==> src/rtl/cd_sector_framer.sv <==
// cd_sector_framer: hunts for the CD sync pattern, frames raw sectors into a two-bank
// word buffer and splits CD-DA words into L/R samples. Optional macro: CDFR_DESCRAMBLE_EN.
module cd_sector_framer #(
  parameter int SECTOR_WORDS  = 1176,
  parameter int SYNC_MISS_MAX = 3
) (
  input  logic        CLK,
  input  logic        RST_N,
  input  logic [15:0] CD_DATA,
  input  logic        CD_CK,
  input  logic        CD_AUDIO,
  output logic        BUF_WE,
  output logic [11:0] BUF_ADDR,
  output logic [15:0] BUF_DO,
  output logic        SECTOR_RDY,
  output logic        SECTOR_BANK,
  output logic [23:0] HDR_MSF,
  output logic [7:0]  HDR_MODE,
  output logic        LOCKED,
  output logic        SYNC_LOST,
  output logic [15:0] AUD_L,
  output logic [15:0] AUD_R,
  output logic        AUD_VALID
);

  typedef enum logic {HUNT = 1'b0, LOCK = 1'b1} state_t;

  localparam logic [10:0] LAST_WORD = 11'(SECTOR_WORDS - 1);
  localparam logic [7:0]  MISS_MAX  = 8'(SYNC_MISS_MAX);

  function automatic logic [15:0] sync_word(input logic [2:0] idx);
    case (idx)
      3'd0:                   sync_word = 16'hFF00;
      3'd1, 3'd2, 3'd3, 3'd4: sync_word = 16'hFFFF;
      3'd5:                   sync_word = 16'h00FF;
      default:                sync_word = 16'h0000;
    endcase
  endfunction

  state_t      state_r;
  logic [2:0]  sync_idx_r;
  logic [10:0] cnt_r;
  logic        bank_r;
  logic [7:0]  miss_cnt_r;
  logic        miss_seen_r;
  logic        replay_act_r;
  logic [2:0]  replay_idx_r;
  logic        pend_v_r;
  logic [15:0] pend_data_r;
  logic        pend_audio_r;
  logic [7:0]  hdr_m_r;
  logic [7:0]  hdr_s_r;
  logic [7:0]  hdr_f_r;
  logic [7:0]  hdr_mode_r;
  logic        phase_r;
  logic [15:0] aud_l_hold_r;

  logic        proc_v_s;
  logic [15:0] proc_data_s;
  logic        proc_audio_s;
  logic [15:0] word_s;
  logic        sync_bad_s;
  logic [7:0]  miss_next_s;
  logic        miss_hit_s;

  // Select the strobe to act on: a strobe held back during sync replay goes first
  always_comb begin
    proc_v_s     = 1'b0;
    proc_data_s  = 16'h0000;
    proc_audio_s = 1'b0;
    if (replay_act_r) begin
      proc_v_s = 1'b0;
    end else if (pend_v_r) begin
      proc_v_s     = 1'b1;
      proc_data_s  = pend_data_r;
      proc_audio_s = pend_audio_r;
    end else begin
      proc_v_s     = CD_CK;
      proc_data_s  = CD_DATA;
      proc_audio_s = CD_AUDIO;
    end
  end

`ifdef CDFR_DESCRAMBLE_EN
  function automatic logic [30:0] lfsr_adv(input logic [14:0] seed);
    logic [14:0] r;
    logic [15:0] m;
    r = seed;
    m = 16'h0000;
    for (int i = 0; i < 16; i++) begin
      m[i] = r[0];
      r    = {r[0] ^ r[1], r[14:1]};
    end
    return {r, m};
  endfunction

  logic [14:0] lfsr_r;
  logic [30:0] lfsr_adv_s;

  // Descramble payload words; the sync area passes through untouched
  always_comb begin
    lfsr_adv_s = lfsr_adv(lfsr_r);
    if (state_r == LOCK && cnt_r >= 11'd6) begin
      word_s = proc_data_s ^ lfsr_adv_s[15:0];
    end else begin
      word_s = proc_data_s;
    end
  end

  // Scrambler state: reseeded outside the payload so word 6 always starts at 0x0001
  always_ff @(posedge CLK or negedge RST_N) begin
    if (!RST_N) begin
      lfsr_r <= 15'h0001;
    end else if (proc_v_s && !proc_audio_s) begin
      if (state_r == LOCK && cnt_r >= 11'd6 && cnt_r != LAST_WORD) begin
        lfsr_r <= lfsr_adv_s[30:16];
      end else begin
        lfsr_r <= 15'h0001;
      end
    end
  end
`else
  // Words pass through unmodified
  always_comb begin
    word_s = proc_data_s;
  end
`endif

  // Sync check inside a locked sector; the miss counter moves at most once per sector
  always_comb begin
    sync_bad_s  = 1'b0;
    miss_next_s = miss_cnt_r + 8'd1;
    if (cnt_r < 11'd6) begin
      sync_bad_s = (word_s != sync_word(cnt_r[2:0]));
    end else begin
      sync_bad_s = 1'b0;
    end
    miss_hit_s = sync_bad_s && !miss_seen_r && (miss_next_s >= MISS_MAX);
  end

  // Framer state machine with registered buffer, header and audio outputs
  always_ff @(posedge CLK or negedge RST_N) begin
    if (!RST_N) begin
      state_r      <= HUNT;
      sync_idx_r   <= 3'd0;
      cnt_r        <= 11'd0;
      bank_r       <= 1'b0;
      miss_cnt_r   <= 8'd0;
      miss_seen_r  <= 1'b0;
      replay_act_r <= 1'b0;
      replay_idx_r <= 3'd0;
      pend_v_r     <= 1'b0;
      pend_data_r  <= 16'h0000;
      pend_audio_r <= 1'b0;
      hdr_m_r      <= 8'h00;
      hdr_s_r      <= 8'h00;
      hdr_f_r      <= 8'h00;
      hdr_mode_r   <= 8'h00;
      phase_r      <= 1'b0;
      aud_l_hold_r <= 16'h0000;
      BUF_WE       <= 1'b0;
      BUF_ADDR     <= 12'h000;
      BUF_DO       <= 16'h0000;
      SECTOR_RDY   <= 1'b0;
      SECTOR_BANK  <= 1'b0;
      HDR_MSF      <= 24'h000000;
      HDR_MODE     <= 8'h00;
      LOCKED       <= 1'b0;
      SYNC_LOST    <= 1'b0;
      AUD_L        <= 16'h0000;
      AUD_R        <= 16'h0000;
      AUD_VALID    <= 1'b0;
    end else begin
      BUF_WE     <= 1'b0;
      SECTOR_RDY <= 1'b0;
      SYNC_LOST  <= 1'b0;
      AUD_VALID  <= 1'b0;
      if (replay_act_r) begin
        BUF_WE       <= 1'b1;
        BUF_ADDR     <= {bank_r, 8'h00, replay_idx_r};
        BUF_DO       <= sync_word(replay_idx_r);
        replay_idx_r <= replay_idx_r + 3'd1;
        if (replay_idx_r == 3'd5) begin
          replay_act_r <= 1'b0;
        end
        if (CD_CK) begin
          pend_v_r     <= 1'b1;
          pend_data_r  <= CD_DATA;
          pend_audio_r <= CD_AUDIO;
        end
      end else begin
        pend_v_r <= 1'b0;
        if (proc_v_s && proc_audio_s) begin
          phase_r <= ~phase_r;
          if (!phase_r) begin
            aud_l_hold_r <= proc_data_s;
          end else begin
            AUD_L     <= aud_l_hold_r;
            AUD_R     <= proc_data_s;
            AUD_VALID <= 1'b1;
          end
          // Audio inside a data sector means the track changed under us
          if (state_r == LOCK && cnt_r != 11'd0) begin
            state_r    <= HUNT;
            LOCKED     <= 1'b0;
            SYNC_LOST  <= 1'b1;
            cnt_r      <= 11'd0;
            sync_idx_r <= 3'd0;
          end
        end else if (proc_v_s) begin
          phase_r <= 1'b0;
          if (state_r == HUNT) begin
            if (proc_data_s == sync_word(sync_idx_r)) begin
              if (sync_idx_r == 3'd5) begin
                state_r      <= LOCK;
                LOCKED       <= 1'b1;
                cnt_r        <= 11'd6;
                sync_idx_r   <= 3'd0;
                miss_cnt_r   <= 8'd0;
                miss_seen_r  <= 1'b0;
                replay_act_r <= 1'b1;
                replay_idx_r <= 3'd1;
                BUF_WE       <= 1'b1;
                BUF_ADDR     <= {bank_r, 11'd0};
                BUF_DO       <= 16'hFF00;
              end else begin
                sync_idx_r <= sync_idx_r + 3'd1;
              end
            end else begin
              sync_idx_r <= (proc_data_s == 16'hFF00) ? 3'd1 : 3'd0;
            end
          end else begin
            BUF_WE   <= 1'b1;
            BUF_ADDR <= {bank_r, cnt_r};
            BUF_DO   <= word_s;
            if (cnt_r == 11'd6) begin
              hdr_m_r <= word_s[7:0];
              hdr_s_r <= word_s[15:8];
            end
            if (cnt_r == 11'd7) begin
              hdr_f_r    <= word_s[7:0];
              hdr_mode_r <= word_s[15:8];
            end
            if (sync_bad_s && !miss_seen_r) begin
              miss_seen_r <= 1'b1;
              miss_cnt_r  <= miss_next_s;
            end
            if (cnt_r == 11'd5 && !sync_bad_s && !miss_seen_r) begin
              miss_cnt_r <= 8'd0;
            end
            if (miss_hit_s) begin
              state_r     <= HUNT;
              LOCKED      <= 1'b0;
              SYNC_LOST   <= 1'b1;
              cnt_r       <= 11'd0;
              sync_idx_r  <= 3'd0;
              miss_cnt_r  <= 8'd0;
              miss_seen_r <= 1'b0;
            end else if (cnt_r == LAST_WORD) begin
              SECTOR_RDY  <= 1'b1;
              SECTOR_BANK <= bank_r;
              bank_r      <= ~bank_r;
              cnt_r       <= 11'd0;
              miss_seen_r <= 1'b0;
              HDR_MSF     <= {hdr_m_r, hdr_s_r, hdr_f_r};
              HDR_MODE    <= hdr_mode_r;
            end else begin
              cnt_r <= cnt_r + 11'd1;
            end
          end
        end
      end
    end
  end

endmodule
==> config.mk <==
export PLATFORM = sky130hd
export DESIGN_NAME = cd_sector_framer
export DESIGN_NICKNAME = d
export VERILOG_FILES = /design/src/rtl/cd_sector_framer.sv
export SDC_FILE = /design/constraint.sdc
export NUM_CORES = 1
export LEC_CHECK = 0
export CORE_MARGIN = 4
export CORE_UTILIZATION = 28
export CTS_BUF_LIST = sky130_fd_sc_hd__clkbuf_8
export DETAILED_ROUTE_END_ITERATION = 8
export GPL_TIMING_DRIVEN = 0
export PLACE_DENSITY = 0.43
export SYNTH_ARGS = -nofsm -noshare
export SYNTH_HDL_FRONTEND = slang
export SYNTH_SLANG_ARGS = --single-unit
==> constraint.sdc <==
create_clock -name CLK -period 7.19 [get_ports CLK]
set_input_delay 1.0785 -clock CLK [delete_from_list [all_inputs] [get_ports CLK]]
set_output_delay 1.0785 -clock CLK [all_outputs]
set_load 0.02 [all_outputs]
==> results of run 1 <==
-- power breakdown --
part | total, W | internal [W] | switching [W] | leakage [nW]
combinational | 0.000391 | 0.000199 | 0.000192 | 2.13
sequential | 0.00125 | 0.00119 | 0.0000615 | 2.50
clock | 0.000762 | 0.000309 | 0.000453 | 0.213
-- cell usage after synthesis (4+ instances only) --
cell,count
nand3_1,10
and3_1,12
a31oi_1,11
nand4_1,10
buf_2,8
mux2_2,133
mux2i_1,33
dfrtp_1,194
ha_1,10
clkbuf_1,11
nor2_1,40
nor3_1,9
nor4_1,8
or3_1,4
nand2_1,37
mux2_4,4
nor2b_1,9
inv_1,35
a21oi_1,18
o21ai_0,24
or2b_1,4
or2_2,6
-- cells by family after synthesis --
| logic type | Yosys count |
|---|---|
| xor+xnor | 4 |
| simple gates | 167 |
| compound gates | 88 |
| buf+inv | 60 |
| fa+ha+maj | 10 |
| flops | 194 |
| mux | 171 |
-- critical path, stage by stage --
cell and delay, ns:
clkdlybuf4s50_1 0.57, nor2_1 0.10, nor2_1 0.20, and3_1 0.18, buf_2 0.17, inv_1 0.09, nor2_2 0.52, buf_2 0.44
mux2_2 0.38
-- final cells by class --
cell class	instances	area share
clock buffers	18	0.02293
well taps	396	0.04586
multi-input cells	440	0.3289
repair buffers	118	0.1114
plain buffers	25	0.01239
flip-flops and latches	194	0.4494
clock inverters	14	0.01691
inverters	35	0.01216
-- state kept, by name (all words and copies together) (netlist names), 3 cells and up --
name	cells
HDR_MSF	24
AUD_L	16
AUD_R	16
BUF_DO	16
aud_l_hold_r	16
pend_data_r	16
BUF_ADDR	12
cnt_r	11
HDR_MODE	8
hdr_f_r	8
hdr_m_r	8
hdr_mode_r	8
hdr_s_r	8
miss_cnt_r	8
replay_idx_r	3
sync_idx_r	3
-- per-stage QoR --
stage | total power (W) | utilization | setup TNS, ns | hold slack, ns
after floorplan | 0.001446 | - | 0 | 0.4444
after global placement | 0.001662 | 0.3380 | -608.75 | 0.4651
after detailed placement | 0.001670 | 0.3391 | 0 | 0.4830
after CTS | 0.002445 | 0.3532 | 0 | 0.5115
after global routing | 0.002521 | 0.3532 | 0 | 0.5225
final | 0.002401 | 0.3532 | 0 | 0.4979
-- worst paths after layout --
path | from | depth (start not counted) | to | slack, ns
worst min-delay path | AUD_L[3]$_DFFE_PN0P_ | 2 | AUD_L[3]$_DFFE_PN0P_ | 0.50
worst min register to register | AUD_L[3]$_DFFE_PN0P_ | 2 | AUD_L[3]$_DFFE_PN0P_ | 0.50
max in group asynchronous | RST_N | 2 | miss_cnt_r[4]$_DFFE_PN0P_ | 5.66
min in group asynchronous | RST_N | 1 | HDR_MODE[3]$_DFFE_PN0P_ | 0.56
worst max register to register | cnt_r[0]$_DFFE_PN0P_ | 10 | cnt_r[3]$_DFFE_PN0P_ | 4.08
worst max-delay path | CD_CK | 9 | HDR_MSF[5]$_DFFE_PN0P_ | 3.82
-- cells in the final DEF (no fill, tap or decap), drive strengths merged, types with 4 or more instances in the layout --
master,synthesis,layout
ha,10,10
dfrtp,194,194
o21ai,25,25
and3,12,12
a31oi,11,11
inv,35,42
clkinv,0,5
mux2,137,137
nand4,10,10
mux2i,34,34
a21oi,20,20
clkdlybuf4s50,0,116
a211oi,6,6
buf,14,16
nand3,10,10
or2,6,6
nor2b,9,9
nand2,37,37
clkbuf,11,29
nor2,42,42
or3,5,5
nor3,12,12
nor4,8,8
or2b,4,4
-- routing by layer --
| layer | share of wire | vias to the layer above | global-route usage |
|---|---|---|---|
| met5 | 0 | - | 0 |
| met4 | 0.012 | 0 | 0.03165 |
| met3 | 0.038 | 15 | 0.02612 |
| met2 | 0.46 | 121 | 0.2135 |
| met1 | 0.49 | 2973 | 0.1998 |
| li1 | - | 2739 | - |
==> key figures, run 1 <==
Synth
  – Post-synthesis mux area share: 0.2193
  – Cells after synthesis: between 600 and 700
  – Asr flop ratio synth: 1.000
  – Post-Syn Area: 0.008673 sq mm
  – Synth Net Count: 724
  – Simple-Gate Fraction of Synth Area: 0.1013
  – Synth Area in Adders: 0.01443
  – Synth unique cells: 60
  – Combinational family with the most area after synthesis: multiplexers
  – Post-Synth XOR/XNOR Area: 0.004039
  – Synth Flop Type: dfrtp_1
  – Top cell type's share of synthesized area: 0.5597
  – Mean Syn Cell Area: 12.50 sq um
  – Synth Warn #: 0
  – Synth Area in Compound Gates: 0.07069
  – Largest area contributor in the netlist: dfrtp_1
  – Ranking of synthesized cells by area: dfrtp_1 56%, mux2_2 17%, mux2i_1 3.8%
  – Sequential fraction of the synthesis area: 0.5597
  – Yosys reg bits: 194
  – Number of flops mapped to enable cells by yosys: 0

Global route
  – GRT overflow: 0
  – First-pass GRT wire length: 36.21 mm
  – Antenna violations before repair: 0
  – Pin count of the biggest net entering global routing: 112
  – Vias in the first global route: 6188
  – Gr usage total: 0.1374

Critical path
  – Critical Path AT: 3.74 ns
  – Critical path fanouts, max: 10
  – WP data required: 7.55 ns
  – CP Launch Type: input pin
  – Crit path capture type: flop
  – Worst Setup Path Type: input pin to flop

Place
  – Dpl cell area: 0.01037 sq mm
  – RD Place Congestion: 0.7893
  – Cell count after placement: around 1200
  – Buffers added on ports: around 120
  – DP Worst Slack: 3.283 ns
  – Post-DP HPWL: 16.52 mm

Route
  – Routed vias/inst: between 4 and 5
  – Remaining antenna violation count: 0
  – Starting DRT DRC Count: 278
  – DR vias: 5848
  – Routed wire length: approximately 23 mm
  – WL/cell: 18.45 um
  – Drt pass-1 iters: 4
  – DR DRC count: 0

Flow run
  – Max_cap viols: 0

Clock tree
  – Clock slew seen by the registers of the worst setup and hold paths: 0.11 ns
  – Hold buffer count at cts: 0
  – Resize count post-CTS: 0
  – Clk buf depth: 2
  – H-tree depth: 4
  – Clock sinks: 194
  – CTS tree: done
  – Clock Latency Late Sink: 0.48 ns
  – Setup repair bufs after CTS: 0
  – Total CTS buffers: 17
  – Root buffer cell: clkbuf_8

Timing
  – Rel. slew slack: 0.07807
  – Clock Skew: 0.01892 ns
  – Final WS setup: 3.818 ns
  – Period utilisation layout: 0.4690
  – Worst-Margin Slew: around 1.4 ns
  – Max Fclk: just under 0.3 GHz
  – Final Slew Violations: 0
  – Final setup fails: 0
  – Final hold violations: 0
  – Final worst path period need: 3.372 ns
  – RSZ-0062 raised after global routing: no

Floorplanning
  – Initial core utilization: 0.2835
  – I/O Pins: 118
  – Area of the die: 0.03386 sq mm
  – # rows: 64
  – Die X: between 150 and 200 um
  – Chip height: approximately 180 um
  – Area of the core: 0.03059 sq mm

Power and ir drop
  – Leak Pwr: 4.837 nW
  – Power per cell area: 222.2 mW/mm^2
  – Worst vdd ir: ~0.00012 V

Layout
  – Layout cells sized above 1: 0.2453
  – Final Cell Area: 0.01080 sq mm
  – Antenna diodes: 0
  – Area Overhead vs Synth: 24.55%
  – FF+latch area: roughly 0.0049 sq mm
  – Area occupied by multi-input gates: 0.003553 sq mm
  – Non-filler cells, final: approximately 1200
  – Nets: ~860
  – Fillcell total: 3039

Run status
  – Outcome: finished clean

Worst hold path
  – Worst hold path class: flop to flop
Note: power is estimated with default switching activity, not from simulation.
==> run 2, diff against run 1 <==
PLACE_DENSITY = 0.45   (was 0.43)
clock period = 3.1 ns   (was 7.19 ns; I/O delays follow)
==> run 2 against run 1 <==
Net effect:
- cell count is 0.40% higher
- non-clock buffer count is 5 higher
- worst setup slack worse by 3.6 ns
- cell area is 0.97% higher
- count of clock-buffer cells in the layout is 1 lower
- total power is 130% higher
- via count is 0.80% lower
- critical path depth is 1 higher
- global-route usage is 0.27 points higher
- first-iteration DRC count is 6.5% higher
- wire length is 1.6% higher
- core utilization is 0.34 points higher
==> key figures, run 2 (same netlist as run 1, synthesis figures left out) <==
Timing
  – Max Fclk: 0.3421 GHz
  – Final Slew Violations: 0 (unchanged)
  – Rel. slew slack: 0.3281 (was 0.07807)
  – Period utilisation layout: 0.9428
  – Clock Skew: 0.02560 ns (was 0.01892 ns)
  – Final worst path period need: 2.923 ns
  – Final WS setup: 0.1772 ns (was 3.818 ns)
  – Worst-Margin Slew: 1.002 ns (was 1.376 ns)
  – Final hold violations: 0 (unchanged)
  – Setup TNS: 0 ns (unchanged)
  – Final setup fails: 0 (unchanged)

Global route
  – First-pass GRT wire length: 36.56 mm (was 36.21 mm)
  – Vias in the first global route: 6131 (was 6188)
  – Gr usage total: 0.1401 (was 0.1374)
  – GRT overflow: 0 (unchanged)
  – Antenna violations before repair: 2 (was 0)
  – Pin count of the biggest net entering global routing: 69 (was 112)

Power and ir drop
  – Flop pwr share: 0.517 (was 0.520)
  – Worst vdd ir: 0.0003201 V (was 0.0001183 V)
  – Pint: 0.003859 W (was 0.001694 W)
  – Power per cell area: 512.4 mW/mm^2 (was 222.2 mW/mm^2)
  – Leak Pwr: 4.868 nW (was 4.837 nW)
  – Logic pwr share: 0.163 (about the same)
  – Part of the power in the clock network: 0.319 (was 0.317)
  – Switching Power: 0.001730 W (was 0.0007064 W)
  – Switching Fraction: 0.3096 (was 0.2943)

Layout
  – Commonest non-fill, non-tap cell in the layout: dfrtp_1 (unchanged)
  – Fillcell total: 3037 (was 3039)
  – Area Overhead vs Synth: 25.77% (was 24.55%)
  – Largest reg by FF count: HDR_MSF (unchanged)
  – Antenna diodes: 0 (unchanged)
  – Most frequent cells in the layout: 193 x dfrtp_1, 133 x mux2_2, 116 x clkdlybuf4s50_1 (was 194 x dfrtp_1, 133 x mux2_2, 116 x clkdlybuf4s50_1)
  – Nets: 866 (was 861)
  – Layout cells sized above 1: 0.2544 (was 0.2453)
  – Final core occ: 0.3566 (was 0.3532)
  – Non-filler cells, final: 1245 (was 1240)
  – Final Cell Area: 0.01091 sq mm (was 0.01080 sq mm)
  – Max reg flops: 24 (unchanged)

Place
  – Cell count after placement: 1209 (was 1208)
  – DP Worst Slack: -0.1497 ns (was 3.283 ns)
  – Buffers added on ports: 117 (unchanged)
  – RD Place Congestion: 0.7999 (was 0.7893)
  – Post-DP HPWL: 16.28 mm (was 16.52 mm)
  – Dpl cell area: 0.01040 sq mm (was 0.01037 sq mm)

Critical path
  – Critical-path cell list: inv_1 > ha_1 > or3_1 > a21oi_2 > nor3b_1 > o22ai_2 > a211oi_4 > buf_4 > a41oi_1 > a31oi_1 (was clkdlybuf4s50_1 > nor2_1 > nor2_1 > and3_1 > buf_2 > inv_1 > nor2_2 > buf_2 > mux2_2)
  – WP data required: 3.50 ns (was 7.55 ns)
  – Highest cell delay on the worst timing path: 0.48 ns (was 0.57 ns)
  – R2R cell count: 10 (unchanged)
  – RR Startpoint: cnt_r[1]$_DFFE_PN0P_ (was cnt_r[0]$_DFFE_PN0P_)
  – Critical Path AT: 3.32 ns (was 3.74 ns)
  – CP Launch Type: flop (was input pin)
  – Crit Reg-Reg Endpoint: cnt_r[3]$_DFFE_PN0P_ (unchanged)
  – CP max stage cell: dfrtp_1 (was clkdlybuf4s50_1)
  – Critical path fanouts, max: 10 (unchanged)
  – R2r setup slk: 0.18 ns (was 4.08 ns)
  – Worst Setup Path Type: flop to flop (was input pin to flop)
  – Crit path capture type: flop (unchanged)

Route
  – Drt pass-1 iters: 4 (unchanged)
  – Routed wire length: 23.25 mm (was 22.88 mm)
  – WL/cell: 18.67 um (was 18.45 um)
  – Starting DRT DRC Count: 296 (was 278)
  – DR vias: 5801 (was 5848)
  – DR DRC count: 0 (unchanged)
  – Remaining antenna violation count: 0 (unchanged)
  – Routed vias/inst: 4.659 (was 4.716)

Clock tree
  – Total CTS buffers: 17 (unchanged)
  – CTS tree: done (unchanged)
  – H-tree depth: 4 (unchanged)
  – Root buffer cell: clkbuf_8 (unchanged)
  – Clock sinks: 194 (unchanged)
  – Clk buf depth: 2 (unchanged)
  – Clock Latency Late Sink: 0.49 ns (was 0.48 ns)
  – Clock slew seen by the registers of the worst setup and hold paths: 0.11 ns (about the same)

Floorplanning
  – Initial core utilization: 0.2835 (unchanged)
  – Chip height: 184 um (unchanged)
  – I/O Pins: 118 (unchanged)
  – Area of the core: 0.03059 sq mm (unchanged)
  – # rows: 64 (unchanged)
  – Area of the die: 0.03386 sq mm (unchanged)
  – Die X: 184 um (unchanged)

Worst hold path
  – Hold path start: hdr_f_r[3]$_DFFE_PN0P_ (was AUD_L[3]$_DFFE_PN0P_)
  – Min-Delay Endpoint: hdr_f_r[3]$_DFFE_PN0P_ (was AUD_L[3]$_DFFE_PN0P_)
  – Worst hold path class: flop to flop (unchanged)
  – Hold Path Depth: 2 (unchanged)

Flow run
  – Max_cap viols: 0 (unchanged)

Run status
  – Outcome: finished clean (unchanged)
## run 2: metal layers
metal	wire [um]	GRT usage	vias up
met4	315	0.03756	4
met1	11620	0.2017	2911
met3	993	0.03106	25
li1	-	-	2745
met2	10290	0.2138	116
met5	27	0	-
## run 2: worst max-delay path, delay by kind of cell, from the launching register on
kind | cells | cell delay, ns
AND/OR/NAND/NOR | 2 | 0.64
buffers and inverters | 2 | 0.35
adder cells (fa/ha/maj) | 1 | 0.24
flip-flops | 1 | 0.48
AO/OA/AOI/OAI | 5 | 1.13
## run 2: power groups by stage
| stage | sequential [W] | clock (W) | combinational [W] |
|---|---|---|---|
| after detailed placement | 0.00295 | 0 | 0.000924 |
| after CTS | 0.00290 | 0.00187 | 0.000929 |
| after floorplan | 0.00309 | 0 | 0.000261 |
| after global routing | 0.00292 | 0.00196 | 0.000983 |
| final | 0.00289 | 0.00178 | 0.000914 |
| after global placement | 0.00295 | 0 | 0.000907 |
## run 2: worst max-delay path by stage
stage | slack [ns] | cells after the start | start | end
6_report | 0.18 | 10 | cnt_r[1]$_DFFE_PN0P_ | cnt_r[3]$_DFFE_PN0P_
5_1_grt | -0.01 | 10 | cnt_r[1]$_DFFE_PN0P_ | cnt_r[5]$_DFFE_PN0P_
4_1_cts | 0.04 | 8 | pend_v_r$_DFFE_PN0P_ | hdr_m_r[7]$_DFFE_PN0P_
3_5_place_dp | -0.15 | 7 | CD_AUDIO | hdr_m_r[2]$_DFFE_PN0P_
3_3_place_gp | -7.38 | 1 | RST_N | HDR_MSF[10]$_DFFE_PN0P_
2_1_floorplan | 0.56 | 9 | cnt_r[0]$_DFFE_PN0P_ | miss_cnt_r[1]$_DFFE_PN0P_
## run 2: final cells by class
cell class	instances	area, sq um	share of cell area
sequential	194	4856	0.4452
multi-input combinational	440	3585	0.3286
timing repair buffer	123	1264	0.1159
tap	396	495.5	0.04542
clock buffer	17	234.0	0.02145
clock inverter	15	209.0	0.01916
buffer	25	133.9	0.01227
inverter	35	131.4	0.01204
## run 2: what timing repair did
item,in CTS,in global routing
endpoints found under the setup margin,6,55
endpoints found under the hold margin,61,0
setup buffers,0,3
pin swaps,0,3
cloned,0,0
gates resized for setup,1,5
hold buffers,1,0
## run 2: per-stage QoR
| stage | hold WS, ns | total power [W] |
|---|---|---|
| finish | 0.4952 | 0.005590 |
| global route | 0.5280 | 0.005863 |
| CTS | 0.5003 | 0.005697 |
| detailed placement | 0.4603 | 0.003870 |
| global placement | 0.4655 | 0.003858 |
| floorplan | 0.1694 | 0.003354 |
==> run 3, diff against run 2 <==
CTS_CLUSTER_SIZE = 12   (was default)
HOLD_SLACK_MARGIN = 0.12   (was default)
==> results of run 3 <==
Final layout, timing and power as in run 2 (identical DEF).
